`src/rtl/pipeline_hazard_sequencer.sv`:
```
// Hazard/branch sequencer for a 5-stage pipeline with no forwarding: RAW scoreboard,
// branch freeze until WB, and the NZCV flags register with the WB condition check.
module pipeline_hazard_sequencer #(
  parameter int NREG   = 16,
  parameter int BR_LAT = 3
) (
  input  logic                     clk,
  input  logic                     reset,
  input  logic                     start,
  input  logic [$clog2(NREG)-1:0]  ra1_d,
  input  logic [$clog2(NREG)-1:0]  ra2_d,
  input  logic                     use_ra1_d,
  input  logic                     use_ra2_d,
  input  logic [$clog2(NREG)-1:0]  wa3_d,
  input  logic                     regwrite_d,
  input  logic                     branch_d,
  input  logic [3:0]               cond_w,
  input  logic [3:0]               alu_flags_w,
  input  logic                     flagswrite_w,
  input  logic                     regwrite_w,
  input  logic                     branch_w,
  output logic                     run,
  output logic                     stall_f,
  output logic                     stall_d,
  output logic                     flush_d,
  output logic                     flush_e,
  output logic                     regwrite_w_g,
  output logic                     pc_src_w,
  output logic [3:0]               flags_q
);

  localparam int TW = $clog2(NREG);
  localparam int CW = (BR_LAT > 1) ? $clog2(BR_LAT) : 1;

  typedef enum logic [1:0] {IDLE, RUN, BR_WAIT} state_t;

  state_t          state_reg;
  logic [CW-1:0]   br_cnt_reg;
  logic            d_valid_reg;
  logic            d_valid_next;
  logic [2:0]      sb_valid_reg;          // index 0 = EX, 1 = MEM, 2 = WB
  logic [TW-1:0]   sb_tag_reg [3];
  logic [3:0]      flags_reg;

  logic [2:0]      hit1;
  logic [2:0]      hit2;
  logic            active;
  logic            hazard;
  logic            branch_go;
  logic            cond_ok;

  genvar gi;
  generate
    for (gi = 0; gi < 3; gi++) begin : g_match
      assign hit1[gi] = sb_valid_reg[gi] && (sb_tag_reg[gi] == ra1_d);
      assign hit2[gi] = sb_valid_reg[gi] && (sb_tag_reg[gi] == ra2_d);
    end
  endgenerate

  assign active    = (state_reg != IDLE);
  assign hazard    = (state_reg == RUN) && d_valid_reg &&
                     ((use_ra1_d && |hit1) || (use_ra2_d && |hit2));
  assign branch_go = (state_reg == RUN) && branch_d && d_valid_reg && !hazard;

  // flags_reg = {N, Z, C, V}
  always_comb begin
    cond_ok = 1'b0;
    case (cond_w)
      4'h0: cond_ok = flags_reg[2];
      4'h1: cond_ok = !flags_reg[2];
      4'h2: cond_ok = flags_reg[1];
      4'h3: cond_ok = !flags_reg[1];
      4'h4: cond_ok = flags_reg[3];
      4'h5: cond_ok = !flags_reg[3];
      4'h6: cond_ok = flags_reg[0];
      4'h7: cond_ok = !flags_reg[0];
      4'h8: cond_ok = flags_reg[1] && !flags_reg[2];
      4'h9: cond_ok = !flags_reg[1] || flags_reg[2];
      4'ha: cond_ok = (flags_reg[3] == flags_reg[0]);
      4'hb: cond_ok = (flags_reg[3] != flags_reg[0]);
      4'hc: cond_ok = !flags_reg[2] && (flags_reg[3] == flags_reg[0]);
      4'hd: cond_ok = flags_reg[2] || (flags_reg[3] != flags_reg[0]);
      4'he: cond_ok = 1'b1;
      default: cond_ok = 1'b0;
    endcase
  end

  assign regwrite_w_g = active && regwrite_w && cond_ok;
  assign pc_src_w     = active && branch_w && cond_ok;
  assign run          = active;
  assign flags_q      = flags_reg;

  always_comb begin
    stall_f = 1'b0;
    stall_d = 1'b0;
    flush_d = 1'b0;
    flush_e = 1'b0;
    case (state_reg)
      RUN: begin
        if (hazard) begin
          stall_f = 1'b1;
          stall_d = 1'b1;
          flush_e = 1'b1;
        end else if (branch_go) begin
          stall_f = 1'b1;
          flush_d = 1'b1;
        end
      end
      BR_WAIT: begin
        if (br_cnt_reg != '0) begin
          stall_f = 1'b1;
          flush_d = 1'b1;
        end else begin
          // branch is in WB: a not-taken branch lets the held branch+4 through
          flush_d = pc_src_w;
        end
      end
      default: begin
        stall_f = 1'b1;
        stall_d = 1'b1;
        flush_d = 1'b1;
        flush_e = 1'b1;
      end
    endcase
  end

  always_comb begin
    d_valid_next = d_valid_reg;
    if (!active || flush_d)
      d_valid_next = 1'b0;
    else if (!stall_d)
      d_valid_next = 1'b1;
  end

  always_ff @(posedge clk) begin
    if (reset) begin
      state_reg    <= IDLE;
      br_cnt_reg   <= '0;
      d_valid_reg  <= 1'b0;
      sb_valid_reg <= '0;
      for (int i = 0; i < 3; i++) sb_tag_reg[i] <= '0;
      flags_reg    <= '0;
    end else begin
      d_valid_reg <= d_valid_next;
      case (state_reg)
        IDLE: if (start) state_reg <= RUN;
        RUN: begin
          if (branch_go) begin
            state_reg  <= BR_WAIT;
            br_cnt_reg <= CW'(BR_LAT - 1);
          end
        end
        BR_WAIT: begin
          if (br_cnt_reg != '0)
            br_cnt_reg <= br_cnt_reg - CW'(1);
          else
            state_reg <= RUN;
        end
        default: state_reg <= IDLE;
      endcase
      if (active) begin
        sb_valid_reg  <= {sb_valid_reg[1:0], regwrite_d && d_valid_reg && !hazard};
        sb_tag_reg[0] <= wa3_d;
        sb_tag_reg[1] <= sb_tag_reg[0];
        sb_tag_reg[2] <= sb_tag_reg[1];
        if (flagswrite_w && cond_ok)
          flags_reg <= alu_flags_w;
      end
    end
  end

endmodule

```
`config.mk`:
```
export PLATFORM = sky130hd
export DESIGN_NAME = pipeline_hazard_sequencer
export DESIGN_NICKNAME = d
export VERILOG_FILES = /design/src/rtl/pipeline_hazard_sequencer.sv
export SDC_FILE = /design/constraint.sdc
export NUM_CORES = 1
export LEC_CHECK = 0
export BUFFER_PORTS_ARGS = -buffer_cell sky130_fd_sc_hd__buf_2
export CORE_MARGIN = 2
export CORE_UTILIZATION = 35
export CTS_BUF_LIST = sky130_fd_sc_hd__clkbuf_16
export DETAILED_ROUTE_END_ITERATION = 6
export PLACE_DENSITY = 0.67
export SYNTH_ARGS = -nofsm -noshare
export SYNTH_HDL_FRONTEND = slang
export SYNTH_SLANG_ARGS = --single-unit
export TNS_END_PERCENT = 10
```
`constraint.sdc`:
```
create_clock -name clk -period 2.49 [get_ports clk]
set_clock_uncertainty 0.15 [all_clocks]
set_input_delay 0.3735 -clock clk [delete_from_list [all_inputs] [get_ports clk]]
set_output_delay 0.3735 -clock clk [all_outputs]
set_load 0.01 [all_outputs]
```
==> results of run 1 <==
==> cell families (layout without fill, tap and decap cells) <==
logic type                 after synthesis  after routing  share of synthesized area (%)
and+or+nand+nor                         67             67                           22.7
AOI/OAI and AO/OA                       24             24                           12.5
xor gates and xnor gates                24             24                           13.0
DFF                                     24             24                           37.2
buffers and inverters                   15             59                           4.19
muxes                                    9              9                           5.66
adders and majority gates                6              6                           4.65
==> metrics by stage <==
| stage | TNS [ps] | utilization (%) | instances | power, mW |
|---|---|---|---|---|
| 2_1_floorplan | 0 | - | 169 | 1.10 |
| 3_3_place_gp | 0 | 42.8 | 259 | 1.30 |
| 3_5_place_dp | 0 | 42.8 | 259 | 1.31 |
| 4_1_cts | -132 | 46.3 | 265 | 1.81 |
| 5_1_grt | -720 | 46.7 | 265 | 1.93 |
| 6_report | -310 | 46.7 | 265 | 1.82 |
==> power breakdown <==
part	leakage (nW)	total, mW	switching [mW]	internal (mW)
Clock	0.0511	0.465	0.146	0.320
Combinational	0.605	0.721	0.400	0.321
Sequential	0.227	0.633	0.0972	0.535
==> critical path: stages (launching register included) <==
cell,delay [ps]
edfxtp_1,440
xor2_1,170
nor3_1,260
nand4_1,190
nand2_2,160
nor3_1,90
or3b_1,390
buf_2,150
==> what timing repair did <==
action,4_1_cts,5_1_grt
pin swaps,5,1
resized for setup,9,4
setup buffers,2,0
endpoints found under the setup margin,5,6
==> placed cells by master (no fill, tap or decap), types with 2 or more instances in the layout <==
master     synthesis  layout
nand3_1            3       3
nor2_1             7       7
and2_1            12      12
nand4_1            8       8
dfxtp_1           12      11
ha_1               6       6
o21ai_1            0       2
nor3_2             0       3
mux2i_1            8       8
nor3_1            10       7
o221a_2            2       2
clkbuf_16          0       3
buf_4              1       6
nor3b_2            0       2
o21ai_0            5       3
buf_2              0      40
nand2_1           15      14
a21oi_1            3       3
inv_1              8       8
xor2_1            18      18
xnor2_1            6       6
edfxtp_1          12      12
o311ai_0           2       2
==> final cells by class <==
class                           count  area, µm²
Fill cell                         422       2340
Multi-Input combinational cell    130        993
Sequential cell                    24        604
Timing Repair Buffer               46        245
Clock buffer                        3       75.1
Tap cell                           52       65.1
Inverter                            9       33.8
Clock inverter                      1       30.0
==> path summary, 6_finish.rpt <==
kind	start	end	depth (start not counted)
worst max register to register	flags_q[3]	flags_q[3]	5
worst min-delay path	alu_flags_w[1]	flags_q[1]	3
worst max-delay path	sb_tag_reg[0][4]	flush_d	7
worst min register to register	flags_q[1]	flags_q[1]	2
==> per-layer routing <==
metal	share of wire [%]	up-vias
met1	43	644
met4	3.6	0
met3	4.7	13
li1	-	692
met5	0	-
met2	49	54
==> results.sh, run 1 <==
export IMPL_synth_area_per_cell_um2=9.54
export IMPL_cts_buffers=3
export IMPL_dpl_worst_slack_ps=11.5
export IMPL_final_area_um2=2050
export IMPL_vias=1403
export IMPL_use_met1_pct=20.3
export IMPL_io_buffer_count=40
export IMPL_grt_busiest_layer="met2"
export IMPL_hold_slack_ps=201
export IMPL_detail_route_wl_per_cell_um=14.6
export IMPL_clk_path_buf_depth=2
export IMPL_yosysTopAreaCell="edfxtp_1"
export IMPL_start_util_pct=36.8
export IMPL_crit_type="flip-flop to output port"
export IMPL_path_clk_slew_ps=60
export IMPL_end_kind="output port"
export IMPL_h_tree_depth=1
export IMPL_synth_nets=205
export IMPL_grt_usage_pct=16.0
export IMPL_antenna_found_initial=0
export IMPL_diodes=0
export IMPL_period_share_pct=106
export IMPL_min_period_ps=2640
export IMPL_yosys_register_bits=24
export IMPL_grt_ovfl_total=0
export IMPL_synthFlopType="edfxtp_1"
export IMPL_grt_pass1_wl_um=6470
export IMPL_synthDistinctLibCells=44
export IMPL_synth_most_common_cell="xor2_1"
export IMPL_worstPathMaxFanout=6
export IMPL_layout_setup_ws_ps=-147
export IMPL_drt_pass1_iterations=4
export IMPL_netlist_instances=169
export IMPL_maxSlewViolCount=0
export IMPL_setup_violations=5
export IMPL_violations="setup timing"
export IMPL_die_y_um=71.9
export IMPL_wirelength_um=3870
export IMPL_detail_route_iter0_violations=104
export IMPL_fmax_mhz=379
export IMPL_grt_max_degree=16
export IMPL_cts_tree="done"
export IMPL_hold_path_class="primary input to flip-flop"
export IMPL_synth_top_area_share_pct=22.3
export IMPL_syn_area_um2=1610
export IMPL_dp_hpwl_um=2760
export IMPL_met3_usage_pct=2.67
export IMPL_outcome="finished with violations"
export IMPL_cp_start_kind="flip-flop"
export IMPL_worst_r2r_setup_slack_ps=310
export IMPL_routabilityCongestion=0.844
export IMPL_cts_hold_buf=0
export IMPL_vias_per_cell=5.29
export IMPL_async_flop_share_pct=0
export IMPL_top_level_ports=41
export IMPL_tightest_slew_ps=496
export IMPL_total_leakage_power_nw=0.883
export IMPL_rsz0062_at_grt="true"
export IMPL_insertion_delay_ps=260
export IMPL_synth_area_leaders="edfxtp_1 22%, dfxtp_1 15%, xor2_1 9.8%"
export IMPL_drc=0
export IMPL_ant_nets=0
export IMPL_grt_pass1_vias=1435
export IMPL_dieArea_um2=5170
export IMPL_post_dp_cell_area_um2=1870
export IMPL_syn_to_final_growth_pct=26.9
export IMPL_nNetsFinal=250
export IMPL_largest_reg_flops=12
export IMPL_yosys_warnings=0
export IMPL_power_density_nw_per_um2=889
export IMPL_cts_root_buffer="clkbuf_16"
export IMPL_rows=24
export IMPL_arrival_ps=2110
export IMPL_synth_edf_count=12
export IMPL_synth_common_cells="18 x xor2_1, 15 x nand2_1, 12 x and2_1, 12 x dfxtp_1, 12 x edfxtp_1"
export IMPL_yosysSeqAreaShare_pct=37.2
export IMPL_core_area_um2=4380
export IMPL_timing_critical_path_required_ps=1970
export IMPL_drv_cap=0
export IMPL_grt_use_met2_pct=25.8
export IMPL_slew_headroom_pct=66.8
export IMPL_peakVddDrop_mv=0.297
export IMPL_drive_gt1_share_pct=31.5
export IMPL_die_w_um=71.9
export IMPL_clock_sinks=24
export IMPL_hold_viol=0
Power figures use the tool's default switching activity.
==> run 2, diff against run 1 <==
--- a/config.mk
+++ b/config.mk
@@ -8,7 +8,7 @@
 export BUFFER_PORTS_ARGS = -buffer_cell sky130_fd_sc_hd__buf_2
 export CORE_MARGIN = 2
 export CORE_UTILIZATION = 35
-export CTS_BUF_LIST = sky130_fd_sc_hd__clkbuf_16
+export CTS_BUF_LIST = sky130_fd_sc_hd__clkbuf_4 sky130_fd_sc_hd__clkbuf_8 sky130_fd_sc_hd__clkbuf_16
 export DETAILED_ROUTE_END_ITERATION = 6
 export PLACE_DENSITY = 0.67
 export SYNTH_ARGS = -nofsm -noshare
==> run 2 against run 1 <==
  * The flow still finishes with violations (setup timing)
  * Register-to-register slack about the same
  * Fmax increased by 1.7%
  * Power decreased by 7.4%
  * Hold slack got worse by 20 ps
  * Worst setup slack improved by 44 ps
  * Core utilization decreased by 1.1 points
  * First-iteration DRC count decreased by 0.96%
  * Sequential power about the same
  * Design area decreased by 2.4%
  * Count of clock-buffer cells in the layout unchanged
  * Via count decreased by 4.8%
  * Largest cell class unchanged
  * Largest power group unchanged
==> results.sh, run 2 (synthesis results as in run 1) <==
export IMPL_fmax_mhz=386
export IMPL_instances_no_fill=264
export IMPL_grt_pass1_wl_um=6070
export IMPL_worstPathMaxFanout=6
export IMPL_ant_nets=0
export IMPL_met1Wirelength_um=1620
export IMPL_grt_usage_pct=15.0
export IMPL_maxSlewViolCount=0
export IMPL_rsz0062_at_grt="true"
export IMPL_top_level_ports=41
export IMPL_rows=24
export IMPL_power_density_nw_per_um2=843
export IMPL_dp_hpwl_um=2760
export IMPL_dr_wl_met2_um=1770
export IMPL_wl_met3_um=90
export IMPL_path_clk_slew_ps=90
export IMPL_drt_pass1_iterations=4
export IMPL_cts_tree="done"
export IMPL_largest_reg_flops=12
export IMPL_final_common_cell="buf_2"
export IMPL_drc=0
export IMPL_totalNegativeSetupSlack_ps=-211
export IMPL_routabilityCongestion=0.844
export IMPL_peakVddDrop_mv=0.296
export IMPL_cts_buffers=3
export IMPL_slew_headroom_pct=68.1
export IMPL_outcome="finished with violations"
export IMPL_cts_root_buffer="clkbuf_8"
export IMPL_violations="setup timing"
export IMPL_total_leakage_power_nw=0.862
export IMPL_start_util_pct=36.8
export IMPL_period_share_pct=104
export IMPL_final_cell_mix="40 x buf_2, 18 x xor2_1, 14 x nand2_1"
export IMPL_nNetsFinal=249
export IMPL_syn_to_final_growth_pct=23.8
export IMPL_detail_route_iter0_violations=103
export IMPL_wirelength_um=3550
export IMPL_antenna_found_initial=0
export IMPL_diodes=0
export IMPL_placed_cells=259
export IMPL_setup_violations=3
export IMPL_drive_gt1_share_pct=30.7
export IMPL_core_area_um2=4380
export IMPL_cp_start_kind="flip-flop"
export IMPL_detail_route_wl_per_cell_um=13.4
export IMPL_tightest_slew_ps=477
export IMPL_vias=1335
export IMPL_seqCellArea_um2=606
export IMPL_multiInputGateArea_um2=983
export IMPL_top_layer="met4"
export IMPL_die_y_um=71.9
export IMPL_grt_pass1_vias=1360
export IMPL_hold_path_class="primary input to flip-flop"
export IMPL_h_tree_depth=1
export IMPL_insertion_delay_ps=270
export IMPL_clock_sinks=24
export IMPL_crit_type="flip-flop to output port"
export IMPL_fin_util_pct=45.5
export IMPL_vias_per_cell=5.06
export IMPL_grt_max_degree=16
export IMPL_hold_viol=0
export IMPL_clk_path_buf_depth=2
export IMPL_drv_cap=0
export IMPL_arrival_ps=2070
export IMPL_die_w_um=71.9
export IMPL_min_period_ps=2590
export IMPL_fillerInstances=429
export IMPL_timing_critical_path_required_ps=1970
export IMPL_grt_ovfl_total=0
export IMPL_cts_hold_buf=0
export IMPL_layout_setup_ws_ps=-104
export IMPL_end_kind="output port"
export IMPL_dieArea_um2=5170
export IMPL_p_total_mw=1.68
export IMPL_io_buffer_count=40
run 2: cell count changes in the layout (fill, tap and decap cells not counted), sizes merged:
cell and change:
buf -1
run 2: final timing paths:
| kind | from | end | slack (ps) | cells after the start |
|---|---|---|---|---|
| setup / recovery | flags_q[0] | flush_d | -100 | 5 |
| hold / removal | alu_flags_w[0] | flags_q[0] | 180 | 3 |
| setup reg to reg | flags_q[0] | flags_q[3] | 320 | 5 |
| hold reg to reg | flags_q[1] | flags_q[1] | 340 | 2 |
run 2: power breakdown:
part           internal [mW]  switching (mW)  leakage (nW)
clock                  0.215           0.131        0.0357
sequential             0.535          0.0954         0.227
combinational          0.318           0.389         0.599
total                   1.07           0.616         0.862
run 2: worst max-delay path: stages, from the launching register on:
cell and delay (ps):
dfxtp_2 350, o41a_1 440, a221oi_4 380, o311ai_2 120, or3b_1 350, buf_2 150
run 2: routing by layer:
metal | track usage [%] | vias up
li1 | - | 692
met1 | 19.6 | 614
met2 | 24.7 | 22
met3 | 2.25 | 7
met4 | 6.50 | 0
met5 | 0 | -
run 2: layout make-up:
class / count / area share, %
clock buffer: 3 / 2.07
sequential: 24 / 30.3
tap: 52 / 3.26
multi-input combinational: 130 / 49.2
clock inverter: 1 / 1.50
timing repair buffer: 45 / 11.9
inverter: 9 / 1.69
run 2: stage by stage:
step | hold WS, ps | instance area [µm²] | setup WS, ps
after global placement | 331 | 1870 | 33.0
after global routing | 186 | 2000 | -206
after floorplan | 296 | 1610 | 226
after CTS | 177 | 1970 | -107
after detailed placement | 339 | 1870 | 11.5
final | 182 | 2000 | -104
run 2: what timing repair did:
action / in CTS / in global routing
gates resized for setup: 6 / 6
pin swaps: 4 / 3
endpoints found under the setup margin: 5 / 6
setup buffers: 1 / 0
